--- src/rtl/input_keypad_encoder_pkg.sv ---
// Shared definitions for the keypad command input path:
// command codes, key index width and encoder FSM states.
package input_keypad_encoder_pkg;

    localparam int IC_N     = 5;
    localparam int IK_IDX_W = 4;

    localparam logic [IC_N-1:0] IC_D0  = 5'h00;
    localparam logic [IC_N-1:0] IC_D1  = 5'h01;
    localparam logic [IC_N-1:0] IC_D2  = 5'h02;
    localparam logic [IC_N-1:0] IC_D3  = 5'h03;
    localparam logic [IC_N-1:0] IC_D4  = 5'h04;
    localparam logic [IC_N-1:0] IC_D5  = 5'h05;
    localparam logic [IC_N-1:0] IC_D6  = 5'h06;
    localparam logic [IC_N-1:0] IC_D7  = 5'h07;
    localparam logic [IC_N-1:0] IC_D8  = 5'h08;
    localparam logic [IC_N-1:0] IC_D9  = 5'h09;
    localparam logic [IC_N-1:0] IC_ADD = 5'h10;
    localparam logic [IC_N-1:0] IC_SUB = 5'h11;
    localparam logic [IC_N-1:0] IC_MUL = 5'h12;
    localparam logic [IC_N-1:0] IC_DIV = 5'h13;
    localparam logic [IC_N-1:0] IC_EQ  = 5'h14;
    localparam logic [IC_N-1:0] IC_CLR = 5'h15;

    typedef enum logic [1:0] {
        IK_SCAN,
        IK_DEBOUNCE,
        IK_PRESENT,
        IK_RELEASE
    } ik_state_e;

    // Highest set bit; only meaningful for a one-hot snapshot.
    function automatic logic [IK_IDX_W-1:0] ik_onehot_idx(
        input logic [15:0] v
    );
        logic [IK_IDX_W-1:0] r;
        r = '0;
        for (int i = 0; i < 16; i++) begin
            if (v[i]) r = IK_IDX_W'(i);
        end
        return r;
    endfunction

endpackage

--- src/rtl/input_keypad_encoder_if.sv ---
// Command valid/ack handshake between keypad encoder
// (master) and controller (slave).
interface input_keypad_encoder_if;
    import input_keypad_encoder_pkg::*;

    logic [IC_N-1:0] in_cmd;
    logic            in_valid;
    logic            in_ack;

    modport master (
        output in_cmd,
        output in_valid,
        input  in_ack
    );

    modport slave (
        input  in_cmd,
        input  in_valid,
        output in_ack
    );

endinterface

--- src/rtl/input_keypad_encoder_keymap.sv ---
// Combinational key index to command code map.
// Index is row*4+col of the 4x4 matrix.
module keypad_keymap
    import input_keypad_encoder_pkg::*;
(
    input  logic [IK_IDX_W-1:0] idx_i,
    output logic [IC_N-1:0]     code_o
);

    always_comb begin
        code_o = IC_D0;
        case (idx_i)
            4'd0:    code_o = IC_D0;
            4'd1:    code_o = IC_D1;
            4'd2:    code_o = IC_D2;
            4'd3:    code_o = IC_D3;
            4'd4:    code_o = IC_D4;
            4'd5:    code_o = IC_D5;
            4'd6:    code_o = IC_D6;
            4'd7:    code_o = IC_D7;
            4'd8:    code_o = IC_D8;
            4'd9:    code_o = IC_D9;
            4'd10:   code_o = IC_ADD;
            4'd11:   code_o = IC_SUB;
            4'd12:   code_o = IC_MUL;
            4'd13:   code_o = IC_DIV;
            4'd14:   code_o = IC_EQ;
            default: code_o = IC_CLR;
        endcase
    end

endmodule

--- src/rtl/input_keypad_encoder.sv ---
// 4x4 keypad scanner, debouncer and command encoder.
// Optional auto-repeat: define INPUT_KEYPAD_REPEAT_EN.
module input_keypad_encoder
    import input_keypad_encoder_pkg::*;
#(
    parameter int SCAN_DIV = 1000,
    parameter int DEB_CNT  = 4
`ifdef INPUT_KEYPAD_REPEAT_EN
    ,
    parameter int REPEAT_CYCLES = 500000
`endif
) (
    input  logic                  Clock,
    input  logic                  Reset,
    output logic [3:0]            row_n,
    input  logic [3:0]            col_n,
    input_keypad_encoder_if.master kif
);

    localparam int SW = (SCAN_DIV > 1) ? $clog2(SCAN_DIV) : 1;
    localparam int DW = $clog2(DEB_CNT + 1);

    logic [3:0]          sync1_q, sync2_q;
    logic [SW-1:0]       div_q;
    logic [1:0]          row_q;
    logic [11:0]         snap_q;
    ik_state_e           state_q, state_d;
    logic [IK_IDX_W-1:0] idx_q, idx_d;
    logic [DW-1:0]       deb_q, deb_d;
    logic [IC_N-1:0]     cmd_q, cmd_d;
    logic                vld_q, vld_d;

    logic                smp, scan_done;
    logic [3:0]          pressed;
    logic [15:0]         snap;
    logic                hot, one, same;
    logic [IK_IDX_W-1:0] sidx;
    logic [IC_N-1:0]     map_code;

    assign smp       = (div_q == SW'(SCAN_DIV - 1));
    assign scan_done = smp && (row_q == 2'd3);
    assign pressed   = ~sync2_q;
    assign snap      = {pressed, snap_q};
    assign hot       = |snap;
    assign one       = hot && ((snap & (snap - 16'd1)) == 16'd0);
    assign sidx      = ik_onehot_idx(snap);
    assign same      = one && (sidx == idx_q);

    keypad_keymap u_keymap (
        .idx_i  (idx_q),
        .code_o (map_code)
    );

`ifdef INPUT_KEYPAD_REPEAT_EN
    localparam int RW = $clog2(REPEAT_CYCLES + 1);

    logic [RW-1:0] rep_q, rep_d, rep_lim;
    logic          rpt_q, rpt_d;
    logic          hold_q, hold_d;

    // First repeat after the full hold time, then at quarter spacing.
    assign rep_lim = rpt_q ? RW'(REPEAT_CYCLES / 4 - 1)
                           : RW'(REPEAT_CYCLES - 1);
`endif

    always_comb begin
        state_d = state_q;
        idx_d   = idx_q;
        deb_d   = deb_q;
        cmd_d   = cmd_q;
        vld_d   = vld_q;
`ifdef INPUT_KEYPAD_REPEAT_EN
        rep_d  = rep_q;
        rpt_d  = rpt_q;
        hold_d = scan_done ? same : hold_q;
`endif
        unique case (state_q)
            IK_SCAN: begin
                if (scan_done && one) begin
                    idx_d   = sidx;
                    deb_d   = DW'(1);
                    state_d = IK_DEBOUNCE;
                end
            end
            IK_DEBOUNCE: begin
                if (scan_done) begin
                    if (same) begin
                        deb_d = deb_q + DW'(1);
                        if (deb_d == DW'(DEB_CNT)) begin
                            cmd_d   = map_code;
                            vld_d   = 1'b1;
                            state_d = IK_PRESENT;
`ifdef INPUT_KEYPAD_REPEAT_EN
                            rpt_d = 1'b0;
`endif
                        end
                    end else begin
                        deb_d   = '0;
                        state_d = IK_SCAN;
                    end
                end
            end
            IK_PRESENT: begin
                if (kif.in_ack) begin
                    vld_d   = 1'b0;
                    deb_d   = '0;
                    state_d = IK_RELEASE;
`ifdef INPUT_KEYPAD_REPEAT_EN
                    rep_d = '0;
`endif
                end
            end
            IK_RELEASE: begin
                if (scan_done) begin
                    if (!hot) begin
                        deb_d = deb_q + DW'(1);
                        if (deb_d == DW'(DEB_CNT)) begin
                            deb_d   = '0;
                            state_d = IK_SCAN;
                        end
                    end else begin
                        deb_d = '0;
                    end
                end
`ifdef INPUT_KEYPAD_REPEAT_EN
                if (scan_done && !same) begin
                    rep_d = '0;
                    rpt_d = 1'b0;
                end else if (hold_q) begin
                    rep_d = rep_q + RW'(1);
                    if (rep_q == rep_lim) begin
                        rep_d   = '0;
                        rpt_d   = 1'b1;
                        deb_d   = '0;
                        vld_d   = 1'b1;
                        state_d = IK_PRESENT;
                    end
                end
`endif
            end
            default: state_d = IK_SCAN;
        endcase
    end

    always_ff @(posedge Clock) begin
        if (!Reset) begin
            sync1_q <= '1;
            sync2_q <= '1;
            div_q   <= '0;
            row_q   <= '0;
            snap_q  <= '0;
            state_q <= IK_SCAN;
            idx_q   <= '0;
            deb_q   <= '0;
            cmd_q   <= '0;
            vld_q   <= 1'b0;
`ifdef INPUT_KEYPAD_REPEAT_EN
            rep_q  <= '0;
            rpt_q  <= 1'b0;
            hold_q <= 1'b0;
`endif
        end else begin
            sync1_q <= col_n;
            sync2_q <= sync1_q;
            div_q   <= smp ? '0 : div_q + SW'(1);
            if (smp) begin
                row_q <= row_q + 2'd1;
                case (row_q)
                    2'd0:    snap_q[3:0]  <= pressed;
                    2'd1:    snap_q[7:4]  <= pressed;
                    2'd2:    snap_q[11:8] <= pressed;
                    default: ;
                endcase
            end
            state_q <= state_d;
            idx_q   <= idx_d;
            deb_q   <= deb_d;
            cmd_q   <= cmd_d;
            vld_q   <= vld_d;
`ifdef INPUT_KEYPAD_REPEAT_EN
            rep_q  <= rep_d;
            rpt_q  <= rpt_d;
            hold_q <= hold_d;
`endif
        end
    end

    assign row_n        = ~(4'b0001 << row_q);
    assign kif.in_cmd   = cmd_q;
    assign kif.in_valid = vld_q;

endmodule

--- src/flat_wrapper.sv ---
// flat-port wrapper written by rule: the top's interface ports become plain ports
module input_keypad_encoder_flat import input_keypad_encoder_pkg::*;
#(
    parameter int SCAN_DIV = 1000,
    parameter int DEB_CNT  = 4

)
  (Clock, Reset, row_n, col_n, kif_in_cmd, kif_in_valid, kif_in_ack);
  input_keypad_encoder_if kif_i ();
  input  logic Clock;
  input  logic Reset;
  output logic [3:0] row_n;
  input  logic [3:0] col_n;
  output wire logic [$bits(kif_i.in_cmd)-1:0] kif_in_cmd;
  output wire logic [$bits(kif_i.in_valid)-1:0] kif_in_valid;
  input wire logic [$bits(kif_i.in_ack)-1:0] kif_in_ack;
  assign kif_in_cmd = kif_i.in_cmd;
  assign kif_in_valid = kif_i.in_valid;
  assign kif_i.in_ack = kif_in_ack;
  input_keypad_encoder #(.SCAN_DIV(SCAN_DIV), .DEB_CNT(DEB_CNT)) u_core (.Clock(Clock), .Reset(Reset), .row_n(row_n), .col_n(col_n), .kif(kif_i));
endmodule
--- config.mk ---
export PLATFORM = sky130hd
export DESIGN_NAME = input_keypad_encoder_flat
export DESIGN_NICKNAME = d
export VERILOG_FILES = /design/src/rtl/input_keypad_encoder_pkg.sv /design/src/rtl/input_keypad_encoder_if.sv /design/src/rtl/input_keypad_encoder_keymap.sv /design/src/rtl/input_keypad_encoder.sv /design/src/flat_wrapper.sv
export SDC_FILE = /design/constraint.sdc
export NUM_CORES = 1
export LEC_CHECK = 0
export ABC_AREA = 1
export CORE_ASPECT_RATIO = 1.2
export CORE_UTILIZATION = 60
export CTS_BUF_LIST = sky130_fd_sc_hd__clkbuf_8
export DETAILED_ROUTE_END_ITERATION = 10
export GPL_ROUTABILITY_DRIVEN = 0
export GPL_TIMING_DRIVEN = 0
export PLACE_DENSITY = 0.81
export SYNTH_ARGS = -nofsm -noshare
export SYNTH_HDL_FRONTEND = slang
export SYNTH_SLANG_ARGS = --single-unit
--- constraint.sdc ---
create_clock -name Clock -period 5.02 [get_ports Clock]
set_clock_uncertainty 0.1 [all_clocks]
set_input_delay 0.753 -clock Clock [delete_from_list [all_inputs] [get_ports Clock]]
set_output_delay 0.753 -clock Clock [all_outputs]
set_load 0.005 [all_outputs]
After elaboration in Yosys (flattened, before gate mapping)

Memories as Yosys holds them, arrays and structs flattened. A register that Yosys moved wholly into a read port is not among the register bits.
Cells that the tools add are included.

$add $sub $neg: 4
Equal/unequal tests: 18
Shift-type cells: 1
Muxes and demuxes: 37
Bitwise operators: 4
Reductions and logical operators: 19

Operators by type and width:

| kind                                               | number |
|---|---|
| 2-to-1 mux 3 bit                                   | 11 |
| 2-to-1 mux 4 bit                                   | 8 |
| 2-to-1 mux 2 bit                                   | 10 |
| bitwise AND 16 bit                                 | 1 |
| logical NOT 16 bit                                 | 1 |
| OR reduction 16 bit                                | 1 |
| subtractor 16 x 1 -> 16 bit, second input constant | 1 |
| != test 2 x 1 -> 1 bit, second input constant      | 6 |
| case mux 3 bit (4 select lines)                    | 1 |
| adder 10 x 1 -> 10 bit, second input constant      | 1 |
| == test 10 bit, second input constant              | 1 |
| == test 2 bit, second input constant               | 4 |
| NOT 4 bit                                          | 2 |
| case mux 2 bit (4 select lines)                    | 1 |
| AND reduction 2 bit                                | 4 |
| AND reduction 4 bit                                | 2 |
| AND reduction 7 bit                                | 1 |
| 2-to-1 mux 1 bit                                   | 5 |
| AND reduction 5 bit                                | 1 |
| == test 2 x 1 -> 1 bit, second input constant      | 2 |
| == test 4 bit                                      | 1 |
| logical AND 1 bit                                  | 4 |
| logical NOT 2 bit                                  | 2 |
| != test 2 bit, second input constant               | 2 |
| other kinds (10)                                   | 10 |

Bits in registers: 42
ROM bits: 80
Logic and storage cells: 95
Memories kept: 1

Memories:

| name            | words | bits a word | rd ports | clocked after memory_dff | write ports | RTL line                          | text |
|---|---|---|---|---|---|---|---|
| (no name shown) | 16    | 5           | 1        | 1                        | 0           | input_keypad_encoder_keymap.sv:12 | `case (idx_i)` |

Depth between registers and ports, before layout

Gate-level depths: netlist of run 1.

Depth in word-level cells: 20
Mapped depth: 21
Gate-level depth less buffers: 21

By module

From an unflattened synthesis of run 1, not the netlist that was laid out.

Cells, all modules: 381
Area, all modules: 2587.5 µm²

Modules (own cells, without submodules):

| module               | instances | cells each | area each (µm²) |
|---|---|---|---|
| input_keypad_encoder | 1         | 371        | 2539.9 |
| keypad_keymap        | 1         | 10         | 47.5 |

Worst setup path before layout of run 1

OpenSTA, ideal clock, no wires.

Kind: reg-to-reg
From: register u_core.snap_q[2]
To: register u_core.cmd_q[0], in the netlist u_core.kif.in_cmd[0]
Library setup time: 0.115 ns
Arrival time: 1.751 ns
Data required time: 4.805 ns
Slack: 3.054 ns
Cell stages (with the launch flop): 13
Period minus slack after synthesis: 1.966 ns
Cell sequence: dfxtp_1 nor2_2 nand2_2 nor2_4 nand2_2 o21ai_2 nand3_1 nor2_1 nand2_1 nor2_2 nand4_2 buf_6 o21a_1

Word-level cells in the longest chain between the ends: 17
Elaborated cells between the ends (all ways): 22
Classes of those cells: 1 x add/sub; 1 x eq/ne; 14 x mux; 1 x bitwise; 5 x reduce/logical

Ends and longest elaborated chain:

| item                            | RTL line                       | text |
|---|---|---|
| start: declaration              | input_keypad_encoder.sv:26     | `logic [11:0] snap_q;` |
| start signal: assignment        | input_keypad_encoder.sv:169    | `2'd0: snap_q[3:0] <= pressed;` |
| 2-to-1 mux 2 bit (2 in series)  | input_keypad_encoder_pkg.sv:39 | `if (v[i]) r = IK_IDX_W'(i);` |
| 2-to-1 mux 3 bit (4 in series)  | input_keypad_encoder_pkg.sv:39 |  |
| 2-to-1 mux 4 bit (8 in series)  | input_keypad_encoder_pkg.sv:39 |  |
| == test 4 bit                   | input_keypad_encoder.sv:47     | `assign same = one && (sidx == idx_q);` |
| logical AND 1 bit *             | input_keypad_encoder.sv:47     |  |
| AND reduction 4 bit (no line) * | -                              |  |
| end: declaration                | input_keypad_encoder.sv:30     | `logic [IC_N-1:0] cmd_q, cmd_d;` |

Every way passes the cells marked *; elsewhere a longest branch is shown, timed or not.
A chain may end at the register's enable or synchronous reset.

Worst setup path after layout of run 1

From: register u_core.row_q[0]
To: output port row_n[0]

Word-level cells in the longest chain between the ends: 2

Ends and longest elaborated chain:

| item                      | RTL line                    | text |
|---|---|---|
| start: declaration        | input_keypad_encoder.sv:25  | `logic [1:0] row_q;` |
| start signal: assignment  | input_keypad_encoder.sv:167 | `row_q <= row_q + 2'd1;` |
| left shift 1 x 2 -> 4 bit | input_keypad_encoder.sv:188 | `assign row_n = ~(4'b0001 << row_q);` |
| NOT 4 bit                 | input_keypad_encoder.sv:188 |  |
| end: declaration          | flat_wrapper.sv:12          | `output logic [3:0] row_n;` |

Every way passes these cells.

==> results of run 1 <==
-- routing by layer --
metal  global-route usage [%]  part of all wire [%]  vias up
met3                    5.169                   3.6        8
li1                         -                     -     1186
met4                    8.010                   1.5        0
met2                    41.15                    49       46
met5                        0                     0        -
met1                    29.82                    46     1022
-- cells in the final DEF (no fill, tap or decap), types with 9 or more instances in the layout --
cell	synthesis	final
nor3_1	9	9
inv_1	59	59
dfxtp_1	47	47
clkdlybuf4s50_1	0	15
nor2_1	28	28
nand3_1	21	21
a21oi_1	33	33
nand2_1	64	64
o21ai_0	23	23
-- Yosys cell counts, types with 2 or more instances --
master     count  area share [%]
a21oi_1       33             6.7
a21oi_2        2            0.71
a31oi_1        2            0.51
buf_2          2            0.41
clkbuf_1       4            0.61
dfxtp_1       47              38
ha_1           7             3.6
inv_1         59             9.0
nand2_1       64             9.8
nand2_2        5             1.3
nand3_1       21             4.3
nand4_1        4             1.0
nor2_1        28             4.3
nor2_2         5             1.3
nor2_4         3             1.4
nor3_1         9             1.8
nor4_1         2            0.51
o2111ai_1      2            0.71
o21ai_0       23             4.7
o21ai_1        8             1.6
o21ai_2        3             1.1
or2_2          8             2.0
xnor2_1        2            0.71
-- sequential cells by signal, summed over array words and instances, names as in the netlist, named ones only --
register,count
u_core.deb_q,3
u_core.div_q,10
u_core.idx_q,4
u_core.kif.in_cmd,5
u_core.kif.in_valid,1
u_core.row_q,2
u_core.snap_q,12
u_core.state_q,1
u_core.sync1_q,4
u_core.sync2_q,4
-- final cells by class --
class                   instances  area share (%)
inverters                      60           8.075
repair buffers                 15           5.384
clock buffers                   6           2.961
multi-input cells             239           44.59
flip-flops and latches         47           33.74
clock inverters                 2           1.256
plain buffers                   8           1.570
well taps                      54           2.423
-- through the flow --
step | util, % | area (um2) | hold slack (ns)
after floorplan | - | 2454 | 0.2925
after global placement | 67.78 | 2671 | 0.2935
after detailed placement | 67.78 | 2671 | 0.2974
after CTS | 70.76 | 2789 | 0.3181
after global routing | 70.76 | 2789 | 0.3258
final | 70.76 | 2789 | 0.3168
-- power breakdown --
| part | leakage, nW | total [mW] | internal, mW | switching [mW] |
|---|---|---|---|---|
| clock | 0.0612 | 0.288 | 0.161 | 0.127 |
| combinational | 0.840 | 0.0377 | 0.0150 | 0.0227 |
| sequential | 0.381 | 0.380 | 0.377 | 0.00248 |
-- worst paths after layout --
kind                     endpoint  slack [ns]  cells after the start               from
min reg2reg     u_core.sync2_q[0]        0.32                      1  u_core.sync1_q[0]
max reg2reg  u_core.kif.in_cmd[0]        2.76                     12   u_core.snap_q[2]
max                      row_n[0]        2.64                      4    u_core.row_q[0]
min             u_core.sync2_q[0]        0.32                      1  u_core.sync1_q[0]
-- cells by family after synthesis --
| family | Yosys count |
|---|---|
| flops | 47 |
| xor+xnor | 3 |
| compound gates | 77 |
| simple gates | 152 |
| buf+inv | 68 |
| fa+ha+maj | 7 |
-- worst register-to-register path, delay by kind of cell, from the launching register on --
kind,cells,cell delay [ns]
buffers and inverters,1,0.17
AOI/OAI and AO/OA,2,0.32
DFF,1,0.36
and+or+nand+nor,9,1.22
==> results.toml, run 1 <==
[cells_and_area]
fin_cells = 431
nFillCells = 339
syn2layout_area_growth_pct = 13.67
diodes = 0
final_nets = 390
multi_input_area_mm2 = 0.001244
drive_gt1_share_pct = 10.61
regArea_um2 = 940.9

[die]
start_util_pct = 62.25
rows = 25
core_area_mm2 = 0.003941
die_h_um = 72.05
dieWidth_um = 60.38
die_area_mm2 = 0.004350
num_io_pins = 17

[clocking]
cts-root-buf = "clkbuf_8"
path_clk_slew_ns = 0.08
cts_buffers = 5
cts_max_level = 2
post_cts_buffers = 0
cts_tree = "yes"
ctsResizeCount = 0
clk_latency_ns = 0.30
ctsHoldBuffers = 0
clockBufferDepth = 2
cts_num_sinks = 47

[routing]
route.detailed.drc = 0
vias = 2262
wl_per_cell_um = 11.58
drt_iter0_markers = 127
viasPerCell = 5.248
routed_wl_um = 4993
drt_pass1_iterations = 7
postRouteAntennaNets = 0

[synth]
syn_avg_cell_area_um2 = 6.931
synth_compound_area_share_pct = 17.29
synth_edf_count = 0
synth_xor_area_share_pct = 1.071
synthMuxAreaShare_pct = 0
yosysUniqueCellTypes = 34
ys_ff_latch = 47
synth_fa_ha_area_share_pct = 3.570
synth_async_sr_flop_share_pct = 0
ys_seq_area_share_pct = 38.35
yosys_warnings = 0
ys.flop_type = "dfxtp_1"
yosys.area_share.simple_pct = 28.76
synth_cells = 354
synth_nets = 368
syn-cell-area_mm2 = 0.002454
synth_top_family_by_area = "simple AND/OR/NAND/NOR gates"

[placement]
port_buffers = 15
hpwlAfterDp_um = 3712
placed_cells = 423
post-place-ws_ns = 2.778

[pwr]
finalPower_uw = 705.4
powerDensity_mw_per_mm2 = 252.9
power.leakage_nw = 1.282
irDropWorstVdd_uv = 217.7

[sta]
drv_slew = 0
rsz0062_at_grt = "false"
setup_violations = 0
min_period_ns = 2.384
max_freq_ghz = 0.4194
slew_headroom_pct = 64.58
fin_setup_tns_ns = 0
worstMarginPinSlew_ns = 0.5312
finalCritPeriodShare_pct = 47.50
finalHoldViolCount = 0
worst_slack_ns = 2.636

[setup_path]
critical_path_class = "flop to output port"
crit_arrival_ns = 1.53
path_delay_family = "buffers and inverters"
crit_buf_inv = 3
cp_slowest_stage_delay_ns = 0.50
path_cells = "inv_1 > ha_1 > inv_1 > clkdlybuf4s50_1"
start_kind = "flop"
cp_slowest_cell = "clkdlybuf4s50_1"
critical_path_required_ns = 4.17
critical_path.endpoint_type = "output port"
worstPathMaxFanout = 4
cpMostUsedCell = "inv_1"

[status]
status = "finished clean"

[global_routing]
grt_pass1_wl_um = 7941
grt_pass1_vias = 1880
grt.total_usage_pct = 24.23
grt_max_degree = 15
antenna_found_initial = 0
overflow = 0

[run]
maxCapViolCount = 0

[hold_path]
hp-class = "flop to flop"
Power figures use the tool's default switching activity.
==> run 2, diff against run 1 <==
CORE_UTILIZATION = 55   (was 60)
PLACE_DENSITY = 0.78   (was 0.81)
clock period = 2.1 ns   (was 5.02 ns; I/O delays follow)
==> results.toml, run 2 (synthesized netlist as in run 1, its figures left out) <==
[status]
status = "finished, violations left"
violations = "setup timing"

[setup_path]
critical_path_class = "flop to flop"
critical_path.endpoint_type = "flop"
crit_arrival_ns = 2.39
critical_path_required_ns = 2.25
worstPathMaxFanout = 5
start_kind = "flop"

[run]
maxCapViolCount = 0

[die]
rows = 26
die_h_um = 75.17
die_area_mm2 = 0.004733
dieWidth_um = 62.97
num_io_pins = 17
core_area_mm2 = 0.004262
start_util_pct = 57.57

[cells_and_area]
post-route-util_pct = 72.49
fin_cells = 446
largest_reg_flops = 12
drive_gt1_share_pct = 23.85
syn2layout_area_growth_pct = 25.91
final_cell_mix = "inv_1 (58), nand2_1 (58), dfxtp_1 (38)"
diodes = 0
regMostFlops = "u_core.snap_q"
final_nets = 403

[routing]
drt_iter0_markers = 123
postRouteAntennaNets = 0
vias = 2369
viasPerCell = 5.312
wl_per_cell_um = 13.00
route.detailed.drc = 0
routed_wl_um = 5798
drt_pass1_iterations = 4

[global_routing]
grt.busiest_layer = "met2"
use_met2_pct = 44.09
overflow = 0
grt_pass1_vias = 2087
use_met3_pct = 5.000
met1_usage_pct = 27.94
antenna_found_initial = 0
grt_pass1_wl_um = 8852
grt.total_usage_pct = 24.37
grt_max_degree = 15

[sta]
setup_violations = 11
worstMarginPinSlew_ns = 0.5394
max_freq_ghz = 0.4471
finalHoldViolCount = 0
min_period_ns = 2.237
slew_headroom_pct = 64.04
finalCritPeriodShare_pct = 106.5
worst_slack_ns = -0.1366
rsz0062_at_grt = "true"
drv_slew = 0

[pwr]
irDropWorstVdd_uv = 430.6
p_clk_share_pct = 40.5
pwr-share-comb_pct = 6.6
powerDensity_mw_per_mm2 = 551.2
power.leakage_nw = 1.375
switching_share_pct = 22.15
p_seq_share_pct = 53.0
p_int_mw = 1.325
p_sw_uw = 377.2

[clocking]
clk_latency_ns = 0.30
path_clk_slew_ns = 0.09
cts_buffers = 5
clockBufferDepth = 2
cts_max_level = 2
cts_num_sinks = 47
cts-root-buf = "clkbuf_8"
cts_tree = "yes"

[hold_path]
hp-class = "input port to flop"

[placement]
hpwlAfterDp_um = 3680
placed_cells = 425
port_buffers = 15
## run 2: cell count changes in the layout (fill, tap and decap cells not counted), sizes merged
cell    before  now
buf          4   16
clkbuf      10   11
## run 2: per-stage QoR
| step | hold WS, ns | setup WS (ns) | instance area [um2] | TNS, ns | power [mW] |
|---|---|---|---|---|---|
| floorplan | 0.2925 | 0.1343 | 2454 | 0 | 0.9907 |
| global placement | 0.2951 | -0.1066 | 2674 | -0.6451 | 1.016 |
| detailed placement | 0.3008 | -0.1271 | 2674 | -1.038 | 1.019 |
| CTS | 0.3024 | -0.07199 | 2922 | -0.3869 | 1.706 |
| global route | 0.3305 | -0.2775 | 3089 | -3.009 | 1.765 |
| finish | 0.2973 | -0.1366 | 3089 | -0.8569 | 1.703 |
## run 2: cell type report
type	count	area, um2
Buffer	8	46.29
Clock buffer	6	82.58
Clock inverter	2	35.03
Fill cell	349	1172
Inverter	60	227.7
Multi-Input combinational cell	239	1408
Sequential cell	47	964.7
Tap cell	56	70.07
Timing Repair Buffer	28	255.2
## run 2: worst paths after layout
path	start	endpoint	slack [ns]	cells past startpoint
max	u_core.snap_q[7]	u_core.idx_q[0]	-0.14	16
max reg2reg	u_core.snap_q[7]	u_core.idx_q[0]	-0.14	16
min	Reset	u_core.row_q[0]	0.30	3
min reg2reg	u_core.sync1_q[1]	u_core.sync2_q[1]	0.32	1
## run 2: routing by layer
metal  vias to the layer above  share of wire [%]
met3                        14                3.5
li1                       1203                  -
met5                         -                  0
met4                         0                2.4
met2                        52                 53
met1                      1100                 41
## run 2: worst max-delay path: stages, from the launching register on
cell and delay, ns:
dfxtp_4 0.36, nor2_4 0.12, nand2_2 0.09, nor2_4 0.19, nand2_4 0.10, nor3_4 0.13
nand3_2 0.10, nand2_2 0.07, nand3_2 0.07, nor2_2 0.13, and2_4 0.17, nand2_4 0.06
nor2_4 0.17, inv_4 0.07, a21oi_2 0.13, o21ai_1 0.08, inv_1 0.05
## run 2: power by group through the flow
stage,clock network (mW),logic [mW],registers [mW]
floorplan,0,0.0633,0.927
global placement,0,0.0875,0.929
detailed placement,0,0.0902,0.929
CTS,0.702,0.0979,0.906
global route,0.738,0.124,0.903
finish,0.689,0.112,0.902
## run 2: timing repair
item,CTS,global route
endpoints found under the setup margin,15,27
cloned,1,0
pin swaps,10,12
gates resized for setup,22,41
hold buffers,0,0
buffers inserted,8,4
hold endpoints to repair,0,0
